[src/rtl/instr_fetch_unit_if.sv]
// Fetch-stage bundle: PC register link, redirect, imem request/response and decode output.
// Latency: none, signal grouping only.
// Backpressure: imem_req_ready stalls issue, instr_ready stalls the decode FIFO head.
interface instr_fetch_unit_if #(
   parameter int WIDTH = 32
);
   logic [WIDTH-1:0] PC;
   logic [WIDTH-1:0] PCNext;
   logic             redirect_valid;
   logic [WIDTH-1:0] redirect_pc;
   logic             imem_req_valid;
   logic             imem_req_ready;
   logic [WIDTH-1:0] imem_req_addr;
   logic             imem_rsp_valid;
   logic [31:0]      imem_rsp_data;
   logic             instr_valid;
   logic             instr_ready;
   logic [31:0]      instr_data;
   logic [WIDTH-1:0] instr_pc;

   // fetch unit side
   modport master (
      input  PC, redirect_valid, redirect_pc, imem_req_ready,
             imem_rsp_valid, imem_rsp_data, instr_ready,
      output PCNext, imem_req_valid, imem_req_addr,
             instr_valid, instr_data, instr_pc
   );

   // surrounding pipeline / memory side
   modport slave (
      output PC, redirect_valid, redirect_pc, imem_req_ready,
             imem_rsp_valid, imem_rsp_data, instr_ready,
      input  PCNext, imem_req_valid, imem_req_addr,
             instr_valid, instr_data, instr_pc
   );
endinterface

[src/rtl/instr_fetch_unit.sv]
// Fetch stage: steers PCNext, keeps one imem request in flight, queues {pc,instr} for decode.
// Latency: PCNext/request are combinational; a response at cycle N shows on instr_* from N+1.
// Backpressure: no issue while the FIFO is full or a request is outstanding; decode pops on instr_ready.
module instr_fetch_unit #(
   parameter int               WIDTH    = 32,
   parameter logic [WIDTH-1:0] RESET_PC = '0,
   parameter int               DEPTH    = 2
) (
   input logic               clk,
   input logic               rst_n,
   instr_fetch_unit_if.master bus
);

   localparam int PW = (DEPTH > 1) ? $clog2(DEPTH) : 1;
   localparam int CW = $clog2(DEPTH + 1);

   // REQ: idle, WAIT: response expected, DROP: response expected but stale
   typedef enum logic [1:0] {
      S_REQ  = 2'd0,
      S_WAIT = 2'd1,
      S_DROP = 2'd2
   } state_t;

   state_t           state;
   state_t           state_nxt;
   logic [WIDTH-1:0] req_pc;
   logic [PW-1:0]    wr_ptr;
   logic [PW-1:0]    rd_ptr;
   logic [CW-1:0]    count;
   logic [WIDTH-1:0] fifo_pc  [DEPTH];
   logic [31:0]      fifo_dat [DEPTH];
   logic             req_vld;
   logic             req_hs;
   logic             push;
   logic             pop;
   logic             fifo_full;

   function automatic logic [PW-1:0] ptr_inc(input logic [PW-1:0] p);
      return (p == PW'(DEPTH - 1)) ? '0 : p + PW'(1);
   endfunction

   assign fifo_full = (count == CW'(DEPTH));
   assign req_hs    = req_vld && bus.imem_req_ready;
   // a response that coincides with a redirect belongs to the old path
   assign push      = (state == S_WAIT) && bus.imem_rsp_valid && !bus.redirect_valid;
   assign pop       = (count != '0) && bus.instr_ready;

   assign bus.imem_req_valid = req_vld;
   assign bus.imem_req_addr  = bus.PC;
   assign bus.instr_valid    = (count != '0);
   assign bus.instr_data     = fifo_dat[rd_ptr];
   assign bus.instr_pc       = fifo_pc[rd_ptr];

   // state register
   always_ff @(posedge clk or negedge rst_n) begin
      if (!rst_n) state <= S_REQ;
      else        state <= state_nxt;
   end

   // next-state: redirect turns an outstanding WAIT into DROP unless the response is already here
   always_comb begin
      state_nxt = state;
      case (state)
         S_REQ:   if (req_hs) state_nxt = S_WAIT;
         S_WAIT: begin
            if (bus.imem_rsp_valid)      state_nxt = S_REQ;
            else if (bus.redirect_valid) state_nxt = S_DROP;
         end
         S_DROP:  if (bus.imem_rsp_valid) state_nxt = S_REQ;
         default: state_nxt = S_REQ;
      endcase
   end

   // outputs: request issue and PC steering; redirect outranks everything, reset outranks redirect
   always_comb begin
      req_vld    = 1'b0;
      bus.PCNext = bus.PC;
      if (!rst_n) begin
         bus.PCNext = RESET_PC;
      end else begin
         req_vld = (state == S_REQ) && !fifo_full && !bus.redirect_valid;
         if (bus.redirect_valid)                  bus.PCNext = bus.redirect_pc;
         else if (req_vld && bus.imem_req_ready)  bus.PCNext = bus.PC + WIDTH'(4);
      end
   end

   // remember which PC the outstanding request belongs to
   always_ff @(posedge clk or negedge rst_n) begin
      if (!rst_n)      req_pc <= '0;
      else if (req_hs) req_pc <= bus.PC;
   end

   // FIFO pointers and occupancy; redirect empties the queue regardless of pop
   always_ff @(posedge clk or negedge rst_n) begin
      if (!rst_n) begin
         wr_ptr <= '0;
         rd_ptr <= '0;
         count  <= '0;
      end else if (bus.redirect_valid) begin
         wr_ptr <= '0;
         rd_ptr <= '0;
         count  <= '0;
      end else begin
         if (push) wr_ptr <= ptr_inc(wr_ptr);
         if (pop)  rd_ptr <= ptr_inc(rd_ptr);
         case ({push, pop})
            2'b10:   count <= count + CW'(1);
            2'b01:   count <= count - CW'(1);
            default: count <= count;
         endcase
      end
   end

   // FIFO storage; contents only matter behind a nonzero count, so no reset
   always_ff @(posedge clk) begin
      if (push) begin
         fifo_pc[wr_ptr]  <= req_pc;
         fifo_dat[wr_ptr] <= bus.imem_rsp_data;
      end
   end

endmodule
[src/flat_wrapper.sv]
// flat-port wrapper written by rule: the top's interface ports become plain ports
module instr_fetch_unit_flat 
#(
   parameter int               WIDTH    = 32,
   parameter logic [WIDTH-1:0] RESET_PC = '0,
   parameter int               DEPTH    = 2
)
  (clk, rst_n, bus_PC, bus_redirect_valid, bus_redirect_pc, bus_imem_req_ready, bus_imem_rsp_valid, bus_imem_rsp_data, bus_instr_ready, bus_PCNext, bus_imem_req_valid, bus_imem_req_addr, bus_instr_valid, bus_instr_data, bus_instr_pc);
  instr_fetch_unit_if #(.WIDTH(WIDTH)) bus_i ();
  input logic clk;
  input logic rst_n;
  input wire logic [$bits(bus_i.PC)-1:0] bus_PC;
  input wire logic [$bits(bus_i.redirect_valid)-1:0] bus_redirect_valid;
  input wire logic [$bits(bus_i.redirect_pc)-1:0] bus_redirect_pc;
  input wire logic [$bits(bus_i.imem_req_ready)-1:0] bus_imem_req_ready;
  input wire logic [$bits(bus_i.imem_rsp_valid)-1:0] bus_imem_rsp_valid;
  input wire logic [$bits(bus_i.imem_rsp_data)-1:0] bus_imem_rsp_data;
  input wire logic [$bits(bus_i.instr_ready)-1:0] bus_instr_ready;
  output wire logic [$bits(bus_i.PCNext)-1:0] bus_PCNext;
  output wire logic [$bits(bus_i.imem_req_valid)-1:0] bus_imem_req_valid;
  output wire logic [$bits(bus_i.imem_req_addr)-1:0] bus_imem_req_addr;
  output wire logic [$bits(bus_i.instr_valid)-1:0] bus_instr_valid;
  output wire logic [$bits(bus_i.instr_data)-1:0] bus_instr_data;
  output wire logic [$bits(bus_i.instr_pc)-1:0] bus_instr_pc;
  assign bus_i.PC = bus_PC;
  assign bus_i.redirect_valid = bus_redirect_valid;
  assign bus_i.redirect_pc = bus_redirect_pc;
  assign bus_i.imem_req_ready = bus_imem_req_ready;
  assign bus_i.imem_rsp_valid = bus_imem_rsp_valid;
  assign bus_i.imem_rsp_data = bus_imem_rsp_data;
  assign bus_i.instr_ready = bus_instr_ready;
  assign bus_PCNext = bus_i.PCNext;
  assign bus_imem_req_valid = bus_i.imem_req_valid;
  assign bus_imem_req_addr = bus_i.imem_req_addr;
  assign bus_instr_valid = bus_i.instr_valid;
  assign bus_instr_data = bus_i.instr_data;
  assign bus_instr_pc = bus_i.instr_pc;
  instr_fetch_unit #(.WIDTH(WIDTH), .RESET_PC(RESET_PC), .DEPTH(DEPTH)) u_core (.clk(clk), .rst_n(rst_n), .bus(bus_i));
endmodule
[config.mk]
export PLATFORM = sky130hd
export DESIGN_NAME = instr_fetch_unit_flat
export DESIGN_NICKNAME = d
export VERILOG_FILES = /design/src/rtl/instr_fetch_unit_if.sv /design/src/rtl/instr_fetch_unit.sv /design/src/flat_wrapper.sv
export SDC_FILE = /design/constraint.sdc
export NUM_CORES = 1
export LEC_CHECK = 0
export CAP_MARGIN = 20
export CORE_ASPECT_RATIO = 2
export CORE_MARGIN = 2
export CORE_UTILIZATION = 51
export DETAILED_ROUTE_END_ITERATION = 7
export GPL_TIMING_DRIVEN = 0
export PLACE_DENSITY_LB_ADDON = 0.2
export RECOVER_POWER = 100
export SLEW_MARGIN = 20
export SYNTH_ARGS = -nofsm -noshare
export SYNTH_HDL_FRONTEND = slang
export SYNTH_SLANG_ARGS = --single-unit
export TNS_END_PERCENT = 50
[constraint.sdc]
create_clock -name clk -period 15.4 [get_ports clk]
set_input_delay 2.31 -clock clk [delete_from_list [all_inputs] [get_ports clk]]
set_output_delay 2.31 -clock clk [all_outputs]
set_load 0.01 [all_outputs]
### Word-level counts from Yosys, hierarchy flattened

Memories as Yosys holds them, arrays and structs flattened.
Index checks and enable logic that the tools add are counted.

| storage, ports and cells | value |
|---|---|
| bits in registers | 38 |
| RAM bits | 128 |
| bits of input ports | 102 |
| output and inout port bits | 130 |
| word-level logic and storage cells | 54 |
| memories | 2 |

Memories:

| name | depth | width | read ports | clocked after Yosys merged registers in | write ports | RTL line | source |
|---|---|---|---|---|---|---|---|
| u_core.fifo_dat | 2 | 32 | 1 | 0 | 1 | instr_fetch_unit.sv:31 | `logic [31:0] fifo_dat [DEPTH];` |
| u_core.fifo_pc | 2 | 32 | 1 | 0 | 1 | instr_fetch_unit.sv:30 | `logic [WIDTH-1:0] fifo_pc [DEPTH];` |

| cells by class | value |
|---|---|
| $add $sub $neg | 5 |
| equality and inequality tests | 8 |
| multiplexer cells | 19 |
| reductions and logical operators | 15 |

Operators with widths:

| cell | number |
|---|---|
| two-way mux 32 bit | 3 |
| adder 32 x 3 -> 32 bit, second input constant | 1 |
| two-way mux 2 bit | 5 |
| two-way mux 1 bit | 9 |
| logical AND 1 bit | 7 |
| equality test 2 bit, second input constant | 3 |
| case mux 2 bit (3 select lines) | 1 |
| nonzero test 2 bit | 3 |
| equality test 2 x 1 -> 1 bit, second input constant | 2 |
| case mux 2 bit (2 select lines) | 1 |
| != test 3 bit, second input constant | 1 |
| AND reduction 3 bit | 1 |
| nonzero test 3 bit | 1 |
| adder 1 bit, second input constant | 2 |
| adder 2 x 1 -> 2 bit, second input constant | 1 |
| logical NOT 1 bit | 2 |
| logical NOT 2 bit | 1 |
| != test 2 x 1 -> 1 bit, second input constant | 1 |
| != test 2 bit, second input constant | 1 |
| subtractor 2 x 1 -> 2 bit, second input constant | 1 |

### Depth between registers and ports, before layout

| depth | value |
|---|---|
| depth in word-level cells | 8 |
| depth in mapped cells | 8 |

### Worst setup path before layout

Ideal clock, no wire load.

| path | value |
|---|---|
| path kind | input to register |
| start | input port bus_redirect_valid |
| end | memory u_core.fifo_dat[0][0], enable pin |
| arrival time | 7.089 ns |
| data required time | 14.835 ns |
| slack | 7.746 ns |
| cell stages on the path | 3 |
| cells stage by stage | buf_2 -> clkbuf_1 -> nor3_1 |

| between the ends | value |
|---|---|
| longest elaborated chain between the ends | 4 |

RTL lines:

| element | RTL line | source |
|---|---|---|
| start, declared | flat_wrapper.sv:13 | `input wire logic [$bits(bus_i.redirect_valid)-1:0] bus_redirect_valid;` |
| logical NOT 1 bit | instr_fetch_unit.sv:45 | `assign push = (state == S_WAIT) && bus.imem_rsp_valid && !bus.redirect_valid;` |
| logical AND 1 bit | instr_fetch_unit.sv:45 |  |
| two-way mux 1 bit | instr_fetch_unit.sv:116 | `if (push) begin` |
| two-way mux 1 bit (implied by the code) | instr_fetch_unit.sv:118 | `fifo_dat[wr_ptr] <= bus.imem_rsp_data;` |
| end, declared | instr_fetch_unit.sv:31 |  |

No other way between the ends.

### Final worst setup path

| path | value |
|---|---|
| start | input port rst_n |
| end | output port bus_PCNext[13] |

| between the ends | value |
|---|---|
| longest elaborated chain between the ends | 1 |

RTL lines:

| element | RTL line | source |
|---|---|---|
| start, declared | flat_wrapper.sv:11 | `input logic rst_n;` |
| two-way mux 32 bit | instr_fetch_unit.sv:78 | `if (!rst_n) begin` |
| end, declared | flat_wrapper.sv:19 | `output wire logic [$bits(bus_i.PCNext)-1:0] bus_PCNext;` |

No other way between the ends.

==> out/summary.json <==
{
  "status": {
    "run_status": "finished, violations left",
    "violations_in_the_final_reports": "capacitance limit, slew limit"
  },
  "worst_setup_path": {
    "critPathLaunchType": "input port",
    "critical_path.reg2reg.startpoint": "u_core.state[1]",
    "critical_path_required_ps": 13090,
    "slowest_stage": "clkbuf_1",
    "reg2reg_end": "u_core.fifo_pc[1][15]",
    "crit_path_cell_trace": "clkbuf_1 -> clkbuf_1 -> clkbuf_1 -> o21ai_0 -> a21oi_1 -> dlygate4sd3_1",
    "ff2ff_path_depth": 4,
    "worstSetupPathType": "in2out",
    "critical-path-top-cell-by-count": "clkbuf_1",
    "worst_ep_arrival_time_ps": 5670,
    "crit_path_max_fanout": 24,
    "end_kind": "output pin",
    "critical-path-max-stage-delay_ps": 980,
    "setup.reg_to_reg.worst_slack_ps": 10890
  },
  "sta": {
    "fin_tns_setup_ps": 0,
    "finalMaxSlewViolations": 67,
    "setup_viol": 0,
    "timing_worst_slew_pin_value_ps": 2300,
    "worst_hold_slack_ps": 467,
    "ratio_of_final_minimum_period_to_clock_period": 0.518,
    "rsz0062_at_grt": "false",
    "period_needed_ps": 7980,
    "timing.final.hold_violations": 0,
    "maxClockFrequency_ghz": 0.125,
    "clock_skew_ps": 6.54,
    "timing.max_slew.rel_slack": -0.531
  },
  "yosys": {
    "synthTopCellsByArea": "edfxtp_1 52%, mux2_2 14%, dfrtp_1 13%, buf_4 3.4%, o21ai_0 2.1%",
    "ys_async_sr_fraction": 0.229,
    "synth.ff_latch_count": 166,
    "synth.yosys.seq_area_share": 0.643,
    "number_of_synthesized_flops_with_an_enable_pin": 128,
    "avgSynthCellArea_um2": 14.4,
    "synth-warning-count": 0,
    "yosysTopAreaCell": "edfxtp_1",
    "netlist-cell-type-count": 46,
    "synth_top_area_frac": 0.516,
    "leading_register_cell_type_out_of_synthesis": "edfxtp_1",
    "number_of_standard_cells_after_synthesis": 519,
    "syn_area_um2": 7450,
    "synthesis.nets": 622
  },
  "cts": {
    "h-tree-depth": 4,
    "cts_made_buffers": 17,
    "cts_resized": 0,
    "cts_tree": "done",
    "path_clk_slew_ps": 60,
    "number_of_clock_sinks_seen_by_cts": 166,
    "cts-hold-fix-buffers": 0,
    "worst_skew_pair.late_latency_ps": 420,
    "cts-root-buf": "clkbuf_16",
    "clock_path_buffers": 2,
    "postCtsSetupBuffers": 0
  },
  "drt": {
    "ant_nets_after_route": 0,
    "drt_drc_violations_left": 0,
    "routed_via_density": 5.25,
    "post_detailed_route_wirelength_per_cell_um": 18.8,
    "drt-initial-drc-count": 302,
    "dr.pass1.iters": 4,
    "total_via_count_in_the_routed_design": 5164,
    "wirelength_mm": 18.5
  },
  "global_routing": {
    "gr-max-usage-layer": "met2",
    "vias_in_the_first_global_route": 5442,
    "met3_layer_usage_reported_by_global_route": 0.0614,
    "use_met1": 0.236,
    "grt_max_degree": 41,
    "grt.total_usage": 0.241,
    "grt_pass1_wl_mm": 27.8,
    "grt_antenna_before_repair": 1,
    "remaining_overflow_grt": 0,
    "grt.met2_usage": 0.455
  },
  "place": {
    "place_congestion": 0.877,
    "detailed_place_hpwl_mm": 14.3,
    "io_buffer_count": 230
  },
  "layout": {
    "area_grow_syn2layout_pct": 42.2,
    "layout.cells.most_common_list": "158 x dlygate4sd3_1, 128 x edfxtp_1, 90 x mux2_2",
    "finish.utilization": 0.739,
    "nNetsFinal": 880,
    "layout-drive-gt1-share": 0.206,
    "most_common_cell_after_layout_fill_and_taps_aside": "dlygate4sd3_1"
  },
  "floorplanning": {
    "die_height_um": 175,
    "dieWidth_um": 89.5,
    "die_area_um2": 15700,
    "initial_utilization": 0.519,
    "design.portCount": 232,
    "core_rows": 62,
    "core-area_um2": 14400
  },
  "job": {
    "timing.max_cap.violations": 2
  },
  "pwr": {
    "irDropWorstVdd_v": 0.0000792,
    "power_per_cell_area_nw_per_um2": 102,
    "cellLeakagePower_nw": 3.87
  },
  "hold_path": {
    "hold-path-cell-count": 0,
    "hold_path_end": "u_core.fifo_pc[1][28]",
    "holdCritPathClass": "reg2reg",
    "hold_start": "u_core.req_pc[28]"
  }
}
## where the power goes
group / internal (mW) / total, mW / leakage (nW) / switching (mW)
combinational: 0.0708 / 0.125 / 1.95 / 0.0540
clock: 0.248 / 0.423 / 0.303 / 0.174
sequential: 0.517 / 0.533 / 1.62 / 0.0159
## worst max path at each step
stage	from	end	slack [ps]	depth (start not counted)
after floorplan	bus_redirect_valid	u_core.fifo_dat[0][0]	7750	3
after global placement	bus_imem_rsp_valid	u_core.fifo_dat[0][13]	5400	3
after detailed placement	bus_PC[2]	bus_PCNext[24]	8010	7
after CTS	bus_PC[2]	bus_PCNext[24]	7990	7
after global routing	rst_n	bus_PCNext[13]	6920	6
final	rst_n	bus_PCNext[13]	7420	6
## flip-flops by register name, indices dropped and copies added (netlist names)
register	count
u_core.fifo_dat	64
u_core.count	2
u_core.wr_ptr	1
u_core.rd_ptr	1
u_core.state	2
u_core.req_pc	32
u_core.fifo_pc	64
## kinds of logic after synthesis
family          share of synthesized area
simple gates                       0.0802
fa+ha+maj                         0.00168
mux                                 0.145
flops                               0.643
compound gates                     0.0490
buf+inv                            0.0483
xor+xnor                           0.0329
## Yosys cell counts (all sizes together), types with 2 or more instances
cell type / count
nor2b: 4
dfrtp: 38
nand2: 21
nor3: 10
buf: 39
and3: 6
xnor2: 12
edfxtp: 128
nand2b: 5
nand3b: 3
nor4: 3
xor2: 16
o21ai: 32
and2: 6
and4: 2
or3: 3
a21oi: 24
mux2i: 3
nand3: 10
mux2: 93
nand4: 16
nor2: 10
a31oi: 2
o211a: 4
inv: 3
clkbuf: 17
## worst max-delay path: cells and delay by family
kind | cells | cell delay [ps]
AO/OA/AOI/OAI | 2 | 390
buffers and inverters | 4 | 2950
## per-stage QoR
stage	instance area [um^2]	std cells	setup slack, ps	power (mW)
5_1_grt	10600	983	6920	1.12
3_3_place_gp	10000	941	5400	0.668
4_1_cts	10700	982	7990	1.10
3_5_place_dp	10100	950	8010	0.677
2_1_floorplan	7450	519	7750	0.595
6_report	10600	983	7420	1.08
## routing by layer
metal,part of all wire,vias to the layer above
li1,-,2424
met1,0.33,2515
met2,0.59,189
met3,0.056,36
met4,0.029,0
met5,0,-
## cell type report
type / count / area (um^2)
Sequential cell: 166 / 4790
Multi-Input combinational cell: 293 / 2280
Inverter: 4 / 15.0
Tap cell: 192 / 240
Buffer: 56 / 339
Timing Repair Buffer: 239 / 2330
Clock buffer: 20 / 489
Clock inverter: 12 / 110
Antenna cell: 1 / 2.50
Fill cell: 981 / 3750
No activity file was read; power rests on OpenSTA's default activity.
